<file path="config.mk">
export PLATFORM = sky130hd
export DESIGN_NAME = sm4_block_packer
export DESIGN_NICKNAME = d
export VERILOG_FILES = /design/src/rtl/sm4_block_packer.sv
export SDC_FILE = /design/constraint.sdc
export NUM_CORES = 1
export LEC_CHECK = 0
export ABC_AREA = 1
export ABC_CLOCK_PERIOD_IN_PS = 2200
export BUFFER_PORTS_ARGS = -buffer_cell sky130_fd_sc_hd__buf_4
export CAP_MARGIN = 20
export CORE_ASPECT_RATIO = 1.1
export CORE_UTILIZATION = 57
export CTS_BUF_LIST = sky130_fd_sc_hd__clkbuf_16
export DETAILED_ROUTE_END_ITERATION = 6
export MAX_ROUTING_LAYER = met4
export PLACE_DENSITY = 0.78
export SLEW_MARGIN = 5
export SYNTH_ARGS = -nofsm -noshare
export SYNTH_HDL_FRONTEND = slang
export SYNTH_SLANG_ARGS = --single-unit
</file>
<file path="constraint.sdc">
create_clock -name i_clk -period 2.2 [get_ports i_clk]
set_input_delay 0.22 -clock i_clk [delete_from_list [all_inputs] [get_ports i_clk]]
set_output_delay 0.22 -clock i_clk [all_outputs]
set_load 0.02 [all_outputs]
</file>
<file path="src/rtl/sm4_block_packer.sv">
`default_nettype none
// ============================================================================
// Module      : sm4_block_packer
// Description : Packs a 32-bit word stream (last/keep markers) into 128-bit
//               blocks for the SM4 core, with end-of-message padding.
//               Optional macro SM4_PKCS7_PAD_EN: when defined, PKCS#7 padding
//               (including the extra 0x10 block for aligned messages); when
//               undefined, the final partial block is zero-filled.
// Revision    : 1.0 - initial release
// ============================================================================
module sm4_block_packer #(
  parameter int CNT_W = 32
) (
  input  logic               i_clk,
  input  logic               i_rst_n,
  input  logic [31:0]        i_s_data,
  input  logic               i_s_valid,
  input  logic               i_s_last,
  input  logic [3:0]         i_s_keep,
  output logic               o_s_ready,
  output logic [127:0]       o_data,
  output logic               o_valid,
  input  logic               i_ready,
  output logic [CNT_W-1:0]   o_blk_cnt,
  output logic               o_err
);

`ifdef SM4_PKCS7_PAD_EN
  typedef enum logic [1:0] {S_FILL = 2'd0, S_FLUSH = 2'd1, S_PAD = 2'd2} state_t;
`else
  typedef enum logic [1:0] {S_FILL = 2'd0, S_FLUSH = 2'd1} state_t;
`endif

  state_t             r_state;
  state_t             w_state_nxt;
  logic               r_run;       // low only until the first cycle after reset
  logic [1:0]         r_wc;        // words already in the fill register
  logic [127:0]       r_fill;
  logic               r_last;      // fill block ends a message
  logic [4:0]         r_nbytes;    // valid message bytes in the fill block
  logic [127:0]       r_data;
  logic               r_valid;
  logic [CNT_W-1:0]   r_cnt;
  logic               r_err;

  logic               w_out_free;
  logic               w_xfer;
  logic               w_to_pad;
  logic               w_s_ready;
  logic               w_load;
  logic               w_acc;
  logic [1:0]         w_acc_wc;
  logic               w_word_done;
  logic               w_keep_legal;
  logic [2:0]         w_word_bytes;
  logic [4:0]         w_eff_n;
  logic [7:0]         w_pad_val;
  logic [127:0]       w_flush_blk;
  logic [127:0]       w_load_blk;

  assign w_out_free = ~r_valid | i_ready;
  assign w_xfer     = r_valid & i_ready;

`ifdef SM4_PKCS7_PAD_EN
  logic w_last_aligned;
  assign w_last_aligned = r_last & (r_nbytes == 5'd16);
  assign w_to_pad       = w_last_aligned;
`else
  assign w_to_pad       = 1'b0;
`endif

  // A word arriving during FLUSH starts a fresh block, so it lands in slot 0.
  assign w_acc_wc    = (r_state == S_FILL) ? r_wc : 2'd0;
  assign w_acc       = i_s_valid & w_s_ready;
  assign w_word_done = w_acc & (i_s_last | (w_acc_wc == 2'd3));

  // Decode keep into a byte count; illegal masks count as a full word.
  always_comb begin
    w_keep_legal = 1'b1;
    w_word_bytes = 3'd4;
    if (i_s_last) begin
      case (i_s_keep)
        4'b1000: w_word_bytes = 3'd1;
        4'b1100: w_word_bytes = 3'd2;
        4'b1110: w_word_bytes = 3'd3;
        4'b1111: w_word_bytes = 3'd4;
        default: begin
          w_word_bytes = 3'd4;
          w_keep_legal = 1'b0;
        end
      endcase
    end
  end

  // Build the outgoing block: bytes past the message end get the pad value.
  always_comb begin
    w_eff_n = r_last ? r_nbytes : 5'd16;
`ifdef SM4_PKCS7_PAD_EN
    w_pad_val = {3'b000, 5'd16 - w_eff_n};
`else
    w_pad_val = 8'h00;
`endif
    w_flush_blk = r_fill;
    for (int i = 0; i < 16; i++) begin
      if (5'(i) >= w_eff_n) begin
        w_flush_blk[127-8*i -: 8] = w_pad_val;
      end
    end
`ifdef SM4_PKCS7_PAD_EN
    w_load_blk = (r_state == S_PAD) ? {16{8'h10}} : w_flush_blk;
`else
    w_load_blk = w_flush_blk;
`endif
  end

  // FSM next-state and handshake decode.
  always_comb begin
    w_state_nxt = r_state;
    w_s_ready   = 1'b0;
    w_load      = 1'b0;
    case (r_state)
      S_FILL: begin
        w_s_ready = r_run;
        if (w_word_done) w_state_nxt = S_FLUSH;
      end
      S_FLUSH: begin
        w_s_ready = r_run & w_out_free & ~w_to_pad;
        if (w_out_free) begin
          w_load = 1'b1;
`ifdef SM4_PKCS7_PAD_EN
          if (w_to_pad)         w_state_nxt = S_PAD;
          else if (w_word_done) w_state_nxt = S_FLUSH;
          else                  w_state_nxt = S_FILL;
`else
          if (w_word_done) w_state_nxt = S_FLUSH;
          else             w_state_nxt = S_FILL;
`endif
        end
      end
`ifdef SM4_PKCS7_PAD_EN
      S_PAD: begin
        if (w_out_free) begin
          w_load      = 1'b1;
          w_state_nxt = S_FILL;
        end
      end
`endif
      default: w_state_nxt = S_FILL;
    endcase
  end

  // FSM state register.
  always_ff @(posedge i_clk or negedge i_rst_n) begin
    if (!i_rst_n) r_state <= S_FILL;
    else          r_state <= w_state_nxt;
  end

  // Input side: pack accepted words and remember end-of-message length.
  always_ff @(posedge i_clk or negedge i_rst_n) begin
    if (!i_rst_n) begin
      r_run    <= 1'b0;
      r_wc     <= 2'd0;
      r_fill   <= 128'd0;
      r_last   <= 1'b0;
      r_nbytes <= 5'd0;
      r_err    <= 1'b0;
    end else begin
      r_run <= 1'b1;
      if (w_acc) begin
        case (w_acc_wc)
          2'd0: r_fill[127:96] <= i_s_data;
          2'd1: r_fill[95:64]  <= i_s_data;
          2'd2: r_fill[63:32]  <= i_s_data;
          default: r_fill[31:0] <= i_s_data;
        endcase
        r_wc <= w_word_done ? 2'd0 : (w_acc_wc + 2'd1);
        if (i_s_last & ~w_keep_legal) r_err <= 1'b1;
      end
      if (w_word_done) begin
        r_last   <= i_s_last;
        r_nbytes <= {1'b0, w_acc_wc, 2'b00} + {2'b00, w_word_bytes};
      end
    end
  end

  // Output register: load when free, otherwise hold until transferred.
  always_ff @(posedge i_clk or negedge i_rst_n) begin
    if (!i_rst_n) begin
      r_data  <= 128'd0;
      r_valid <= 1'b0;
    end else if (w_load) begin
      r_data  <= w_load_blk;
      r_valid <= 1'b1;
    end else if (w_xfer) begin
      r_valid <= 1'b0;
    end
  end

  // Transferred-block counter, wraps naturally.
  always_ff @(posedge i_clk or negedge i_rst_n) begin
    if (!i_rst_n)    r_cnt <= '0;
    else if (w_xfer) r_cnt <= r_cnt + {{(CNT_W-1){1'b0}}, 1'b1};
  end

  assign o_s_ready = w_s_ready;
  assign o_data    = r_data;
  assign o_valid   = r_valid;
  assign o_blk_cnt = r_cnt;
  assign o_err     = r_err;

endmodule
`default_nettype wire

</file>
Word-level counts from Yosys, hierarchy flattened. Index checks and enable logic that the tools add are counted.

Bits in latches: 0. ROM bits: 0. Bits of input ports: 41. Register bits: 301. Memory bits (writable): 0. Output and inout bits: 163. Memories: 0. Word-level logic and storage cells: 95.

Add/subtract/negate cells: 3. Multiply operators: 0. $lt $le $gt $ge: 16. Shift operators: 0. Multiplexer cells: 32. Equal/unequal tests: 10. Reductions and logical operators: 11. Bitwise operators: 10. Divide/modulo/power cells: 0.

Operator list (number): 2-to-1 mux 8 bit (16); greater-or-equal comparator 4 x 5 -> 1 bit (first input constant) (8); adder 32 x 1 -> 32 bit (second input constant) (1); greater-or-equal comparator 3 x 5 -> 1 bit (first input constant) (4); == test 4 bit (second input constant) (4); AND reduction 2 bit (6); greater-or-equal comparator 1 x 5 -> 1 bit (first input constant) (2); greater-or-equal comparator 2 x 5 -> 1 bit (first input constant) (2); case mux 3 bit (3 select lines) (1); 2-to-1 mux 2 bit (4); 2-to-1 mux 1 bit (7); adder 4 x 3 -> 5 bit (1); AND 1 bit (5); 2-to-1 mux 5 bit (1); == test 2 x 1 -> 1 bit (second input constant) (2); == test 2 bit (second input constant) (2); zero test 2 bit (2); != test 2 bit (second input constant) (2); case mux 2 bit (2 select lines) (1); OR reduction 4 bit (1); 2-to-1 mux 3 bit (1); NOT 1 bit (3); OR reduction 3 bit (1); adder 2 x 1 -> 2 bit (second input constant) (1); other kinds (3) (4).

Longest topological paths before layout.
Depth in word-level cells: 9. Gate-level depth with buffers: 11. Depth with buffers taken out: 10.

Least setup slack after synthesis. OpenSTA, ideal clock, no wires.

Kind: flip-flop to flip-flop. Start: register r_state[0]. End: register r_fill[1]. Required time: 2.077 ns. Period minus slack after synthesis: 1.828 ns. Path slack: 0.372 ns. Buffers on the path: 3. Stages on the path, launching flop included: 11. Library setup time: 0.123 ns. Data arrival time: 1.705 ns. Cell sequence: dfrtp_1 inv_2 buf_2 clkbuf_1 nand2_1 inv_1 ha_1 inv_1 clkbuf_1 o21ai_0 nand2_1.

Word-level cells in the longest chain between the ends: 6. Elaborated cells on any way between the ends: 11. Those cells by class: 3 x eq/ne; 2 x mux; 2 x bitwise; 4 x reduce/logical.

RTL lines: start: declaration (line 34) `state_t r_state;`; start signal: assignment (line 155) `else r_state <= w_state_nxt;`; zero test 2 bit (line 73, 121); 2-to-1 mux 2 bit (line 73) `assign w_acc_wc = (r_state == S_FILL) ? r_wc : 2'd0;`; == test 2 bit, or another cell as far along (line 170) `case (w_acc_wc)`; OR reduction 3 bit (no source line); NOT 1 bit (no source line); AND reduction 2 bit (no source line) *; end signal: assignment (line 174) `default: r_fill[31:0] <= i_s_data;`; end: declaration (line 38) `logic [127:0] r_fill;`.

Mark *: on every way between the ends. The rest lies on a longest branch, timed or not. A chain may end at the register's enable or synchronous reset.

Worst setup path in the final report.
Start: register r_valid, in the netlist o_valid. End: register r_fill[39].

Word-level cells in the longest chain between the ends: 6.

RTL lines: start: declaration (line 42) `logic r_valid;`; start signal: assignment (line 190) `r_valid <= 1'b0;`; start signal: assignment (line 193) `r_valid <= 1'b1;`; start signal: assignment (line 195) `r_valid <= 1'b0;`; NOT 1 bit (line 61) `assign w_out_free = ~r_valid | i_ready;`; bitwise OR 1 bit (line 61); AND 1 bit (line 127) `w_s_ready = r_run & w_out_free & ~w_to_pad;`; case mux 1 bit (2 select lines) (line 121) `case (r_state)`; AND 1 bit (line 74) `assign w_acc = i_s_valid & w_s_ready;`; AND reduction 2 bit (no source line); end signal: assignment (line 173) `2'd2: r_fill[63:32] <= i_s_data;`.

Every way passes these cells.

==> impl_metrics.json <==
{
  "fin_skew_ns": 0.0106,
  "power.density_nw_per_um2": 1220,
  "finalMaxSlewViolations": 0,
  "tightestPinTransition_ns": 0.796,
  "grt_max_degree": 102,
  "min_from": "i_s_keep[1]",
  "min_path_cells": 4,
  "fmax_mhz": 483,
  "die_w_um": 144,
  "cp.arrival_ns": 2.54,
  "hold_ws_ns": 0.0251,
  "htreeDepth": 1,
  "rows": 56,
  "drt_first_iter_violations": 827,
  "whs_endpoint": "r_nbytes[0]$_DFFE_PN0P_",
  "p_sw_mw": 6.81,
  "slew_headroom": 0.469,
  "io-pin-count": 204,
  "wl_met1_um": 14300,
  "clk_path_buf_depth": 3,
  "combPwrFrac": 0.299,
  "wl_met2_um": 16700,
  "finalHoldViolations": 0,
  "numPortBuffers": 203,
  "cp_max_fo": 96,
  "placed_area_um2": 14500,
  "rrSetupSlack_ns": 0.13,
  "cts_root_buffer": "clkbuf_16",
  "synth_nets": 1466,
  "drc": 0,
  "clkTransAtPathRegs_ns": 0.06,
  "track_usage": 0.323,
  "period_minus_slack_ns": 2.07,
  "ys.warnings.count": 0,
  "dieHeight_um": 158,
  "cp-end-kind": "flop",
  "postRouteAntennaNets": 0,
  "p_clk_frac": 0.256,
  "gp_congestion": 0.864,
  "r2r_end": "r_fill[39]$_DFFE_PN0P_",
  "fin_nets": 1686,
  "intPower_mw": 12.5,
  "hold_path_class": "input pin to flop",
  "mostFrequentLayoutCell": "nand2_1",
  "grt_pass1_vias": 10600,
  "top_layer_used": "met4",
  "drive_above_1_share": 0.184,
  "dpl.hpwl_um": 22000,
  "viasPerCell": 5.66,
  "dpl_worst_slack_ns": 0.0942,
  "status": "complete, no violations",
  "synthCells": 1417,
  "min_period_over_period": 0.942,
  "switching_share": 0.352,
  "worst_slack_ns": 0.128,
  "setup_tns_ns": 0,
  "tritoncts": "yes",
  "vias": 11000,
  "syn_area_per_cell_um2": 8.93,
  "cts.sink_count": 300,
  "final_core_utilization": 0.734,
  "rsz0062_at_grt": "no",
  "core_area_um2": 21500,
  "antenna_found_initial": 0,
  "critPathLaunchType": "flop",
  "grt-ovfl-total": 0,
  "seqPwrFrac": 0.445,
  "regToRegStartpoint": "o_valid$_DFFE_PN0P_",
  "setup_viol": 0,
  "antennaDiodeCount": 0,
  "mostFrequentLayoutCells": "469 x nand2_1, 300 x dfrtp_1, 262 x o21ai_0",
  "wirelength_um": 34500,
  "drv_cap": 0,
  "yosysSeqAreaShare": 0.593,
  "finish.instance_area_um2": 15800,
  "place_inst": 1858,
  "critPathKind": "flop to flop",
  "met3_length_um": 2730,
  "ir_drop_uv": 711,
  "drt-pass1-iter-count": 5,
  "clk_latency_ns": 0.54,
  "numCtsBuffers": 29,
  "synth_cell_types": 31,
  "dieArea_um2": 22800,
  "ys_ff_latch": 300,
  "p_leak_nw": 8.19,
  "routedWlPerCell_um": 17.7,
  "grt_pass1_wl_um": 55700,
  "worstRegToRegCells": 10,
  "syn_to_final_growth_pct": 24.8,
  "cp.required_ns": 2.67,
  "initial_core_util": 0.588,
  "finalPower_mw": 19.3,
  "final-instance-count-excl-fill": 1949,
  "syn_area_um2": 12600
}
cell usage after synthesis (all sizes together):
cell type  count  share of area
nand2        471           0.14
dfrtp        300           0.59
o21ai        288           0.11
nand3        121          0.048
nor2          47          0.019
buf           44          0.020
inv           43          0.013
clkbuf        40          0.012
nand4         12         0.0059
xnor2         12         0.0083
xor2          10         0.0069
a21oi          8         0.0038
ha             8         0.0079
nand3b         5         0.0030
nor3           3         0.0012
conb           1        0.00030
mux2           1        0.00089
nand2b         1        0.00049
o211ai         1        0.00059
o21bai         1        0.00059
worst max-delay path by stage:
stage | startpoint | endpoint | slack [ns] | cells past startpoint
finish | o_valid$_DFFE_PN0P_ | r_fill[39]$_DFFE_PN0P_ | 0.13 | 10
global route | o_valid$_DFFE_PN0P_ | r_fill[54]$_DFFE_PN0P_ | 0.008 | 10
CTS | o_valid$_DFFE_PN0P_ | o_data[106]$_DFFE_PN0P_ | 0.08 | 6
detailed placement | o_valid$_DFFE_PN0P_ | o_data[106]$_DFFE_PN0P_ | 0.09 | 6
global placement | o_valid$_DFFE_PN0P_ | o_data[83]$_DFFE_PN0P_ | 0.14 | 6
floorplan | r_state[0]$_DFFE_PN0P_ | r_fill[1]$_DFFE_PN0P_ | 0.37 | 10
cell families after synthesis:
family | share of synthesized area
other | 0.000296
xor gates and xnor gates | 0.0152
DFF | 0.593
buffers and inverters | 0.0448
AOI/OAI and AO/OA | 0.119
muxes | 0.000890
and+or+nand+nor | 0.218
adders and majority gates | 0.00791
area by class of cell:
class                           count  area [um^2]
Sequential cell                   300         7510
Fill cell                        1604         5720
Multi-Input combinational cell    991         4590
Timing Repair Buffer              272         2230
Clock buffer                       29          726
Tap cell                          290          363
Clock inverter                     24          209
Inverter                           43          163
flip-flops by register name (all words and copies together), names as in the netlist:
register	flops
r_fill	128
o_valid	1
r_wc	2
r_nbytes	5
r_state	1
o_blk_cnt	32
o_err	1
r_run	1
r_last	1
o_data	128
layer usage:
metal / track usage / vias to the layer above
met3: 0.0426 / 74
li1: - / 5092
met5: - / -
met1: 0.445 / 5375
met2: 0.505 / 488
met4: 0.0892 / 0
timing repair:
item	CTS	global route
endpoints found under the hold margin	187	0
endpoints found under the setup margin	0	96
resized for setup	0	4
buffers inserted	0	0
hold buffers	37	0
critical path, stage by stage, from the launching register on:
cell     delay [ns]
dfrtp_1        0.43
inv_2          0.10
nor2_4         0.04
nand2_1        0.08
nand2_1        0.07
inv_2          0.08
nand2_4        0.06
buf_12         0.21
nor2_2         0.68
nand2_1        0.11
nand2_1        0.10
power by group through the flow:
stage	combinational (mW)	clock [mW]	sequential, mW
floorplan	2.08	0	9.51
global placement	5.52	0	8.58
detailed placement	5.69	0	8.63
CTS	5.79	4.98	8.57
global route	6.40	5.22	8.81
finish	5.78	4.94	8.60
(Power assumes the default switching activity.)
